## src/rtl/ref_prep_pkg.sv

```systemverilog
// rtl/ref_prep_pkg.sv - shared constants and state encoding for the intra reference prep block
package ref_prep_pkg;

    localparam int BIT_DEPTH   = 8;
    localparam int NUM_SAMPLES = 17;
    localparam int CNT_W       = 5;
    localparam int NUM_SIDE    = 8;

    localparam logic [BIT_DEPTH-1:0] DEFAULT_VAL = BIT_DEPTH'(1 << (BIT_DEPTH - 1));
    localparam logic [CNT_W-1:0]     LAST_IDX    = CNT_W'(NUM_SAMPLES - 1);

    typedef enum logic [2:0] {
        ST_IDLE  = 3'd0,
        ST_LOAD  = 3'd1,
        ST_SUBST = 3'd2,
        ST_FILT  = 3'd3,
        ST_DONE  = 3'd4
    } state_t;

endpackage

```

## src/rtl/ref_filter3.sv

```systemverilog
// rtl/ref_filter3.sv - combinational [1 2 1] rounding smoother for one reference sample
module ref_filter3
    import ref_prep_pkg::*;
(
    input  logic [BIT_DEPTH-1:0] i_a,
    input  logic [BIT_DEPTH-1:0] i_b,
    input  logic [BIT_DEPTH-1:0] i_c,
    output logic [BIT_DEPTH-1:0] o_f
);

    // Two guard bits hold the full 4x weighted sum; the result never exceeds the input range.
    logic [BIT_DEPTH+1:0] w_sum;

    assign w_sum = {2'b00, i_a} + {1'b0, i_b, 1'b0} + {2'b00, i_c} + (BIT_DEPTH+2)'(2);
    assign o_f   = BIT_DEPTH'(w_sum >> 2);

endmodule

```

## src/rtl/ref_sample_prep.sv

```systemverilog
// rtl/ref_sample_prep.sv - serial neighbour capture, availability substitution and angle/planar reference sets
module ref_sample_prep
    import ref_prep_pkg::*;
(
    input  logic                 clk,
    input  logic                 rst,
    input  logic                 start,
    input  logic                 top_avail,
    input  logic                 left_avail,
    input  logic                 corner_avail,
    input  logic [BIT_DEPTH-1:0] pix_in,
    input  logic                 pix_valid,
    output logic                 pix_ready,
    output logic                 busy,
    output logic                 ref_valid,
    output logic [BIT_DEPTH-1:0] REF_TOP0_angle,
    output logic [BIT_DEPTH-1:0] REF_TOP1_angle,
    output logic [BIT_DEPTH-1:0] REF_TOP2_angle,
    output logic [BIT_DEPTH-1:0] REF_TOP3_angle,
    output logic [BIT_DEPTH-1:0] REF_TOP4_angle,
    output logic [BIT_DEPTH-1:0] REF_TOP5_angle,
    output logic [BIT_DEPTH-1:0] REF_TOP6_angle,
    output logic [BIT_DEPTH-1:0] REF_TOP7_angle,
    output logic [BIT_DEPTH-1:0] REF_LEFT0_angle,
    output logic [BIT_DEPTH-1:0] REF_LEFT1_angle,
    output logic [BIT_DEPTH-1:0] REF_LEFT2_angle,
    output logic [BIT_DEPTH-1:0] REF_LEFT3_angle,
    output logic [BIT_DEPTH-1:0] REF_LEFT4_angle,
    output logic [BIT_DEPTH-1:0] REF_LEFT5_angle,
    output logic [BIT_DEPTH-1:0] REF_LEFT6_angle,
    output logic [BIT_DEPTH-1:0] REF_LEFT7_angle,
    output logic [BIT_DEPTH-1:0] REF_TOP0_planar,
    output logic [BIT_DEPTH-1:0] REF_TOP1_planar,
    output logic [BIT_DEPTH-1:0] REF_TOP2_planar,
    output logic [BIT_DEPTH-1:0] REF_TOP3_planar,
    output logic [BIT_DEPTH-1:0] REF_TOP4_planar,
    output logic [BIT_DEPTH-1:0] REF_TOP5_planar,
    output logic [BIT_DEPTH-1:0] REF_TOP6_planar,
    output logic [BIT_DEPTH-1:0] REF_TOP7_planar,
    output logic [BIT_DEPTH-1:0] REF_LEFT0_planar,
    output logic [BIT_DEPTH-1:0] REF_LEFT1_planar,
    output logic [BIT_DEPTH-1:0] REF_LEFT2_planar,
    output logic [BIT_DEPTH-1:0] REF_LEFT3_planar,
    output logic [BIT_DEPTH-1:0] REF_LEFT4_planar,
    output logic [BIT_DEPTH-1:0] REF_LEFT5_planar,
    output logic [BIT_DEPTH-1:0] REF_LEFT6_planar,
    output logic [BIT_DEPTH-1:0] REF_LEFT7_planar
);

    state_t               r_state;
    state_t               w_next;
    logic [CNT_W-1:0]     r_cnt;
    logic [BIT_DEPTH-1:0] r_cap [NUM_SAMPLES];
    logic                 r_top_av;
    logic                 r_left_av;
    logic                 r_corner_av;

    // Substituted reference set, registered in SUBST and consumed by the filters in FILT.
    logic [BIT_DEPTH-1:0] r_c;
    logic [BIT_DEPTH-1:0] r_t [NUM_SIDE];
    logic [BIT_DEPTH-1:0] r_l [NUM_SIDE];
    logic [BIT_DEPTH-1:0] w_c;
    logic [BIT_DEPTH-1:0] w_t [NUM_SIDE];
    logic [BIT_DEPTH-1:0] w_l [NUM_SIDE];

    // Filter taps; position 7 of each side passes through unfiltered.
    logic [BIT_DEPTH-1:0] w_tf [NUM_SIDE-1];
    logic [BIT_DEPTH-1:0] w_lf [NUM_SIDE-1];

    logic [BIT_DEPTH-1:0] r_ta [NUM_SIDE];
    logic [BIT_DEPTH-1:0] r_la [NUM_SIDE];
    logic [BIT_DEPTH-1:0] r_tp [NUM_SIDE];
    logic [BIT_DEPTH-1:0] r_lp [NUM_SIDE];

    logic w_start_ok;
    logic w_transfer;
    logic w_last;

    // start is only honoured while no block is in flight.
    assign w_start_ok = start && ((r_state == ST_IDLE) || (r_state == ST_DONE));
    assign w_transfer = pix_valid && (r_state == ST_LOAD);
    assign w_last     = w_transfer && (r_cnt == LAST_IDX);

    // State register.
    always_ff @(posedge clk or posedge rst) begin
        if (rst) begin
            r_state <= ST_IDLE;
        end else begin
            r_state <= w_next;
        end
    end

    // Next-state decode and status outputs.
    always_comb begin
        w_next    = r_state;
        pix_ready = 1'b0;
        busy      = 1'b0;
        ref_valid = 1'b0;
        case (r_state)
            ST_IDLE: begin
                if (start) w_next = ST_LOAD;
            end
            ST_LOAD: begin
                pix_ready = 1'b1;
                busy      = 1'b1;
                if (w_last) w_next = ST_SUBST;
            end
            ST_SUBST: begin
                busy   = 1'b1;
                w_next = ST_FILT;
            end
            ST_FILT: begin
                busy   = 1'b1;
                w_next = ST_DONE;
            end
            ST_DONE: begin
                ref_valid = 1'b1;
                if (start) w_next = ST_LOAD;
            end
            default: w_next = ST_IDLE;
        endcase
    end

    // Sample counter: cleared on an accepted start, advances only on a transfer.
    always_ff @(posedge clk or posedge rst) begin
        if (rst) begin
            r_cnt <= '0;
        end else if (w_start_ok) begin
            r_cnt <= '0;
        end else if (w_transfer) begin
            r_cnt <= w_last ? '0 : r_cnt + 5'd1;
        end
    end

    // Availability flags are frozen for the whole block at start.
    always_ff @(posedge clk or posedge rst) begin
        if (rst) begin
            r_top_av    <= 1'b0;
            r_left_av   <= 1'b0;
            r_corner_av <= 1'b0;
        end else if (w_start_ok) begin
            r_top_av    <= top_avail;
            r_left_av   <= left_avail;
            r_corner_av <= corner_avail;
        end
    end

    // Capture every transferred sample; unavailable positions are overridden later.
    always_ff @(posedge clk or posedge rst) begin
        if (rst) begin
            for (int i = 0; i < NUM_SAMPLES; i++) r_cap[i] <= '0;
        end else if (w_transfer) begin
            r_cap[r_cnt] <= pix_in;
        end
    end

    // Substitution: left first, then corner, then top; each rule reads only raw available samples
    // except top, which takes the already-substituted corner.
    always_comb begin
        w_c = r_cap[0];
        for (int i = 0; i < NUM_SIDE; i++) begin
            w_t[i] = r_cap[1 + i];
            w_l[i] = r_cap[1 + NUM_SIDE + i];
        end
        if (!r_top_av && !r_left_av && !r_corner_av) begin
            w_c = DEFAULT_VAL;
            for (int i = 0; i < NUM_SIDE; i++) begin
                w_t[i] = DEFAULT_VAL;
                w_l[i] = DEFAULT_VAL;
            end
        end else begin
            if (!r_left_av) begin
                for (int i = 0; i < NUM_SIDE; i++) w_l[i] = r_corner_av ? r_cap[0] : r_cap[1];
            end
            if (!r_corner_av) begin
                w_c = r_left_av ? r_cap[1 + NUM_SIDE] : r_cap[1];
            end
            if (!r_top_av) begin
                for (int i = 0; i < NUM_SIDE; i++) w_t[i] = w_c;
            end
        end
    end

    // Register the substituted set during SUBST.
    always_ff @(posedge clk or posedge rst) begin
        if (rst) begin
            r_c <= '0;
            for (int i = 0; i < NUM_SIDE; i++) begin
                r_t[i] <= '0;
                r_l[i] <= '0;
            end
        end else if (r_state == ST_SUBST) begin
            r_c <= w_c;
            for (int i = 0; i < NUM_SIDE; i++) begin
                r_t[i] <= w_t[i];
                r_l[i] <= w_l[i];
            end
        end
    end

    // Position 0 of each side uses the corner as its outer neighbour.
    genvar gi;
    generate
        for (gi = 0; gi < NUM_SIDE - 1; gi++) begin : g_filt
            if (gi == 0) begin : g_first
                ref_filter3 u_top  (.i_a(r_c), .i_b(r_t[0]), .i_c(r_t[1]), .o_f(w_tf[0]));
                ref_filter3 u_left (.i_a(r_c), .i_b(r_l[0]), .i_c(r_l[1]), .o_f(w_lf[0]));
            end else begin : g_mid
                ref_filter3 u_top  (.i_a(r_t[gi-1]), .i_b(r_t[gi]), .i_c(r_t[gi+1]), .o_f(w_tf[gi]));
                ref_filter3 u_left (.i_a(r_l[gi-1]), .i_b(r_l[gi]), .i_c(r_l[gi+1]), .o_f(w_lf[gi]));
            end
        end
    endgenerate

    // Output sets load only in FILT and hold through DONE and the following LOAD.
    always_ff @(posedge clk or posedge rst) begin
        if (rst) begin
            for (int i = 0; i < NUM_SIDE; i++) begin
                r_ta[i] <= '0;
                r_la[i] <= '0;
                r_tp[i] <= '0;
                r_lp[i] <= '0;
            end
        end else if (r_state == ST_FILT) begin
            for (int i = 0; i < NUM_SIDE; i++) begin
                r_ta[i] <= r_t[i];
                r_la[i] <= r_l[i];
            end
            for (int i = 0; i < NUM_SIDE - 1; i++) begin
                r_tp[i] <= w_tf[i];
                r_lp[i] <= w_lf[i];
            end
            r_tp[NUM_SIDE-1] <= r_t[NUM_SIDE-1];
            r_lp[NUM_SIDE-1] <= r_l[NUM_SIDE-1];
        end
    end

    assign REF_TOP0_angle   = r_ta[0];
    assign REF_TOP1_angle   = r_ta[1];
    assign REF_TOP2_angle   = r_ta[2];
    assign REF_TOP3_angle   = r_ta[3];
    assign REF_TOP4_angle   = r_ta[4];
    assign REF_TOP5_angle   = r_ta[5];
    assign REF_TOP6_angle   = r_ta[6];
    assign REF_TOP7_angle   = r_ta[7];
    assign REF_LEFT0_angle  = r_la[0];
    assign REF_LEFT1_angle  = r_la[1];
    assign REF_LEFT2_angle  = r_la[2];
    assign REF_LEFT3_angle  = r_la[3];
    assign REF_LEFT4_angle  = r_la[4];
    assign REF_LEFT5_angle  = r_la[5];
    assign REF_LEFT6_angle  = r_la[6];
    assign REF_LEFT7_angle  = r_la[7];
    assign REF_TOP0_planar  = r_tp[0];
    assign REF_TOP1_planar  = r_tp[1];
    assign REF_TOP2_planar  = r_tp[2];
    assign REF_TOP3_planar  = r_tp[3];
    assign REF_TOP4_planar  = r_tp[4];
    assign REF_TOP5_planar  = r_tp[5];
    assign REF_TOP6_planar  = r_tp[6];
    assign REF_TOP7_planar  = r_tp[7];
    assign REF_LEFT0_planar = r_lp[0];
    assign REF_LEFT1_planar = r_lp[1];
    assign REF_LEFT2_planar = r_lp[2];
    assign REF_LEFT3_planar = r_lp[3];
    assign REF_LEFT4_planar = r_lp[4];
    assign REF_LEFT5_planar = r_lp[5];
    assign REF_LEFT6_planar = r_lp[6];
    assign REF_LEFT7_planar = r_lp[7];

endmodule

```

## config.mk

```make
export PLATFORM = sky130hd
export DESIGN_NAME = ref_sample_prep
export DESIGN_NICKNAME = d
export VERILOG_FILES = /design/src/rtl/ref_prep_pkg.sv /design/src/rtl/ref_filter3.sv /design/src/rtl/ref_sample_prep.sv
export SDC_FILE = /design/constraint.sdc
export NUM_CORES = 2
export LEC_CHECK = 0
export BUFFER_PORTS_ARGS = -buffer_cell sky130_fd_sc_hd__clkbuf_2
export CORE_AREA = 2 2 212 214
export CTS_BUF_LIST = sky130_fd_sc_hd__clkbuf_2
export DETAILED_ROUTE_END_ITERATION = 10
export DIE_AREA = 0 0 214 216
export PLACE_DENSITY = 0.81
export SETUP_SLACK_MARGIN = 0.02
export SYNTH_ARGS = -nofsm -noshare
export SYNTH_HDL_FRONTEND = slang
export SYNTH_SLANG_ARGS = --single-unit
```

## constraint.sdc

```tcl
create_clock -name clk -period 19.6 [get_ports clk]
set_input_delay 2.94 -clock clk [delete_from_list [all_inputs] [get_ports clk]]
set_output_delay 2.94 -clock clk [all_outputs]
set_load 0.05 [all_outputs]
```

Yosys cells after proc, flatten, opt, wreduce, memory -nomap -nowiden
Index checks and enable logic that the tools add are counted.
{"block": "classes", "bitwise": 1, "n_mux": 20, "eq_ne": 7, "n_reduce_logical": 15, "add_sub_neg": 43, "order_cmp": 2}
{"operator": "64-bit 2-to-1 mux", "n": 4}
{"operator": "10-bit by 2-bit adder with 10-bit output (second input constant)", "n": 14}
{"operator": "10-bit by 8-bit adder with 10-bit output", "n": 14}
{"operator": "8-bit by 9-bit adder with 10-bit output", "n": 14}
{"operator": "136-bit bitwise mux", "n": 1}
{"operator": "8-bit demux with 5-bit select", "n": 1}
{"operator": "8-bit 2-to-1 mux", "n": 5}
{"operator": "5-bit 2-to-1 mux", "n": 3}
{"operator": "3-bit case mux with 4 select lines", "n": 1}
{"operator": "3-bit by 2-bit == test with 1-bit output (second input constant)", "n": 2}
{"operator": "6-bit greater-or-equal comparator (second input constant)", "n": 1}
{"operator": "1-bit logical AND", "n": 6}
{"operator": "6-bit by 1-bit < comparator with 1-bit output (second input constant)", "n": 1}
{"operator": "3-bit 2-to-1 mux", "n": 2}
{"operator": "5-bit inverter with 6-bit output", "n": 1}
{"operator": "5-bit by 1-bit adder with 5-bit output (second input constant)", "n": 1}
{"operator": "5-bit == test (second input constant)", "n": 1}
{"operator": "3-bit by 1-bit == test with 1-bit output (second input constant)", "n": 1}
{"operator": "3-bit == test (second input constant)", "n": 1}
{"operator": "1-bit zero test", "n": 3}
{"operator": "3-bit zero test", "n": 1}
{"operator": "1-bit 2-to-1 mux", "n": 3}
{"operator": "3-bit OR reduction", "n": 1}
{"operator": "2-bit by 1-bit inequality test with 1-bit output (second input constant)", "n": 1}
{"operator": "5 further kinds", "n": 5}
{"block": "totals", "output_inout_bits": 259, "regBits": 523, "elab_cells": 157, "input_bits": 15}

Longest topological paths before layout
{"block": "depth", "depth_word": 6, "mapped_depth": 9, "mapped_depth_nobuf": 9}

Modules after synthesis
From an unflattened synthesis, not the netlist that was laid out.
{"block": "hier_totals", "hier_cells": 2302, "hier_area_um2": 27640.3}
{"mod": "ref_sample_prep", "seq_area_each_um2": 13087.6, "n_inst": 1, "cells_each": 1518, "area_each_um2": 20948.8}
{"mod": "ref_filter3 (g_filt[1].g_mid.u_top ...)", "seq_area_each_um2": 0.0, "n_inst": 8, "cells_each": 56, "area_each_um2": 476.7}
{"mod": "ref_filter3 (g_filt[0].g_first.u_left ...)", "seq_area_each_um2": 0.0, "n_inst": 4, "cells_each": 57, "area_each_um2": 478.0}
{"mod": "ref_filter3 (g_filt[3].g_mid.u_left)", "seq_area_each_um2": 0.0, "n_inst": 1, "cells_each": 54, "area_each_um2": 484.2}
{"mod": "ref_filter3 (g_filt[6].g_mid.u_top)", "seq_area_each_um2": 0.0, "n_inst": 1, "cells_each": 54, "area_each_um2": 481.7}

Worst setup path after synthesis
No wires, ideal clock.
{"block": "synth_path", "path_type": "reg2out", "from": "register r_state[2]", "to": "output port pix_ready", "t_required_ns": 16.660, "stages_incl_launch_ff": 3, "setup_slack_ns": 14.965, "arrival_time_ns": 1.695, "n_path_buf": 1, "cell_sequence": "dfrtp_1 buf_2 nor3b_1"}
{"block": "synth_between", "elab_chain_cells": 2}
{"item": "from (decl)", "line": "ref_sample_prep.sv:50", "source": "state_t r_state;"}
{"item": "from (signal assigned)", "line": "ref_sample_prep.sv:89", "source": "r_state <= w_next;"}
{"item": "3-bit by 1-bit == test with 1-bit output", "line": "ref_sample_prep.sv:99", "source": "case (r_state)"}
{"item": "1-bit 2-to-1 mux", "line": "ref_sample_prep.sv:99"}
{"item": "to (decl)", "line": "ref_sample_prep.sv:13", "source": "output logic pix_ready,"}
No other way between the ends.

==> metrics.txt <==
outcome complete, no violations; largest family of logic cells by synthesized area simple AND/OR/NAND/NOR gates; Fin Hold WS 0.478 ns; # Max-Cap Violations 0; # hold bufs at CTS 0; Root Driver clkbuf_2; Yosys Warn Count 0; EDFF count, synth 0; Leakage Power 15.6 nW; final instance area 29300 um2; DR iter-0 viols 2018; mux cell area share after synthesis 7.20%; Syn Nets 2769; clk buf depth 3; cell mode on critical path buf_4; P_sw 927 uW; CP Launch Type primary input; DIE WIDTH 214 um; Die ar. 46200 um2; residual DRC count 0; TritonCTS Buffers 131; num ports 274; Design Power 2.71 mW; Layout Area Growth over Synthesis 10.9%; Worst-path clk slew 0.10 ns; CTS tree built; Post-Synth Adder-Cell Area 12.7%; Switching Share 34.2%; sequential area share after synthesis 49.5%; per-cell routed wire length 20.5 um; XOR/XNOR share of the synthesized area 2.32%; clk_lat worst skew 1.11 ns; Mapped Area 26400 um2; simple-gate share of the synthesized area 13.5%; fin. max-slew vios 0; synthesized instance count 2536; CTS HTree Levels 4; Largest regs r_cap x136, r_l x64, r_t x64; top-area cell type share of the netlist area 49.5%; first-pass GRT wire length 114000 um; post-synthesis compound-gate area fraction 11.5%; RSZ-0062 raised after global routing no; cells on worst reg2reg path 7; Area contributors post-synth dfrtp_1 (50%), nand2_1 (8.0%), fa_1 (6.4%), ha_1 (6.3%), mux2_2 (5.8%); minimum clock period 5.38 ns; fin nets 3056; area of the core 43800 um2; power per standard cell area 92.6 nW/um2; final worst path period share 27.5%; CP max-delay cell buf_4; Crit. End Element async pin; clock skew 0.0800 ns; commonest non-fill, non-tap cell in the layout nand2_1; Fillers 3387; Final ANT Viol Nets 0; via/cell ratio 5.90; clk sink count 523; GP Congestion 0.929; I/O Buffers 273; max reg flops 136; vias in the first global route 20800; initial core utilization 60.3%; Async SR Flop Fraction 100%; Total GRT Usage 31.6%; setup TNS 0 ns; largest register by flop count r_cap; remaining global-route overflow 0; Crit Path Max Fanout 175; internal power 1.78 mW; Peak VDD IR 0.0817 mV; post-synthesis cell type count 48; Gate power share 22.8%; HP Class reg -> reg; Final setup violation count 0; clock share of power 28.4%; post-detail-place hpwl 50300 um; crit-path max cell delay 0.91 ns; Worst Path Arrival 6.39 ns; Seq pwr share 48.8%; WS Path Type in -> async; area leader, netlist dfrtp_1; Synth Area per Inst 10.4 um2; First-pass DRT Iterations 5; Detailed Route WL 71800 um; Req. time, crit path 20.60 ns; main flop type after synthesis dfrtp_1; setup bufs post-CTS 0; initial antenna violation count 1; hold path cells 2; number of vias in the routed layout 20600; commonest non-fill, non-tap cells in the layout nand2_1 (560), dfrtp_1 (521), clkbuf_2 (453), o21ai_0 (203), a21oi_1 (171); row count 77; largest net degree at the start of global routing 216; critical path, cell by cell clkbuf_2 > inv_8 > buf_4 > buf_12 > buf_4; Max-slew headroom 19.9%; DP Area 28100 um2; Least-Margin Pin Slew 1.20 ns; achievable frequency 186 MHz; Fin. Hold Viols 0; share of post-route cells with drive strength above 1 22.3%; Die Height 216 um; Synth Register Bits 523; post_cts resized 0
-- path summary, 6_finish.rpt --
| path | from | endpoint | slack (ns) |
|---|---|---|---|
| setup / recovery | rst | r_top_av$_DFFE_PP0P_ | 14.22 |
| hold / removal | REF_LEFT5_planar[2]$_DFFE_PP0P_ | REF_LEFT5_planar[2]$_DFFE_PP0P_ | 0.48 |
| setup reg to reg | r_c[2]$_DFFE_PP0P_ | REF_TOP0_planar[4]$_DFFE_PP0P_ | 16.59 |
| hold reg to reg | REF_LEFT5_planar[2]$_DFFE_PP0P_ | REF_LEFT5_planar[2]$_DFFE_PP0P_ | 0.48 |
| max in group clk | r_state[2]$_DFFE_PP0P_ | pix_ready | 14.43 |
| min in group asynchronous | rst | REF_TOP6_angle[4]$_DFFE_PP0P_ | 2.00 |
-- power by group through the flow --
stage                     logic (mW)  clock network, mW  registers, mW
after floorplan                0.439                  0           1.32
after global placement         0.584                  0           1.33
after detailed placement       0.609                  0           1.34
after CTS                      0.612              0.782           1.32
after global routing           0.666              0.834           1.34
final                          0.619              0.769           1.32
-- per-layer routing --
| layer | vias up | GRT usage [%] | part of all wire (%) |
|---|---|---|---|
| li1 | 9297 | - | - |
| met1 | 10300 | 44.8 | 43 |
| met3 | 163 | 7.47 | 8.5 |
| met4 | 0 | 12.6 | 3.0 |
| met2 | 919 | 47.3 | 46 |
| met5 | - | 0 | 0 |
-- area by class of cell --
class                           count  area [um2]  area share (%)
Timing Repair Buffer              286        1490            5.08
Inverter                           64         248           0.846
Clock buffer                      180         901            3.08
Antenna cell                        1        2.50         0.00854
Multi-Input combinational cell   1817       12500            42.7
Clock inverter                     34         315            1.08
Tap cell                          592         741            2.53
Sequential cell                   523       13100            44.7
-- kinds of logic after synthesis --
group | count (synthesis)
buf+inv | 196
xor+xnor | 70
flops | 523
compound gates | 530
simple gates | 831
fa+ha+maj | 218
mux | 168
-- critical path: cells and delay by family --
kind / cells / cell delay [ns]
buf+inv: 5 / 3.09
-- metrics by stage --
stage                     util [%]  setup slack, ns  cells
after global routing          66.8            13.71   3497
after floorplan                  -             2.05   2536
after CTS                     66.8            14.20   3496
final                         66.8            14.22   3497
after detailed placement      64.0            12.97   3282
after global placement        64.0            13.09   3282
-- synthesized netlist by cell type, types with 8 or more instances --
master and count:
a211oi_1 14, a21o_1 23, a21oi_1 171, and2_1 9, buf_1 13, buf_2 17, buf_4 20, clkbuf_1 81
dfrtp_1 523, fa_1 84, ha_1 134, inv_1 64, mux2_1 10, mux2_2 135, mux2_4 8, mux2i_1 15
nand2_1 560, nand2_4 12, nand2b_1 16, nand3_1 28, nand4_1 16, nor2_1 89, nor2b_1 14, nor3_1 66
o21a_1 19, o21ai_0 203, o21bai_1 14, o22a_1 14, o22ai_1 27, o31ai_1 28, o41ai_1 13, xnor2_1 14
xor2_1 56
(Power assumes the default switching activity.)
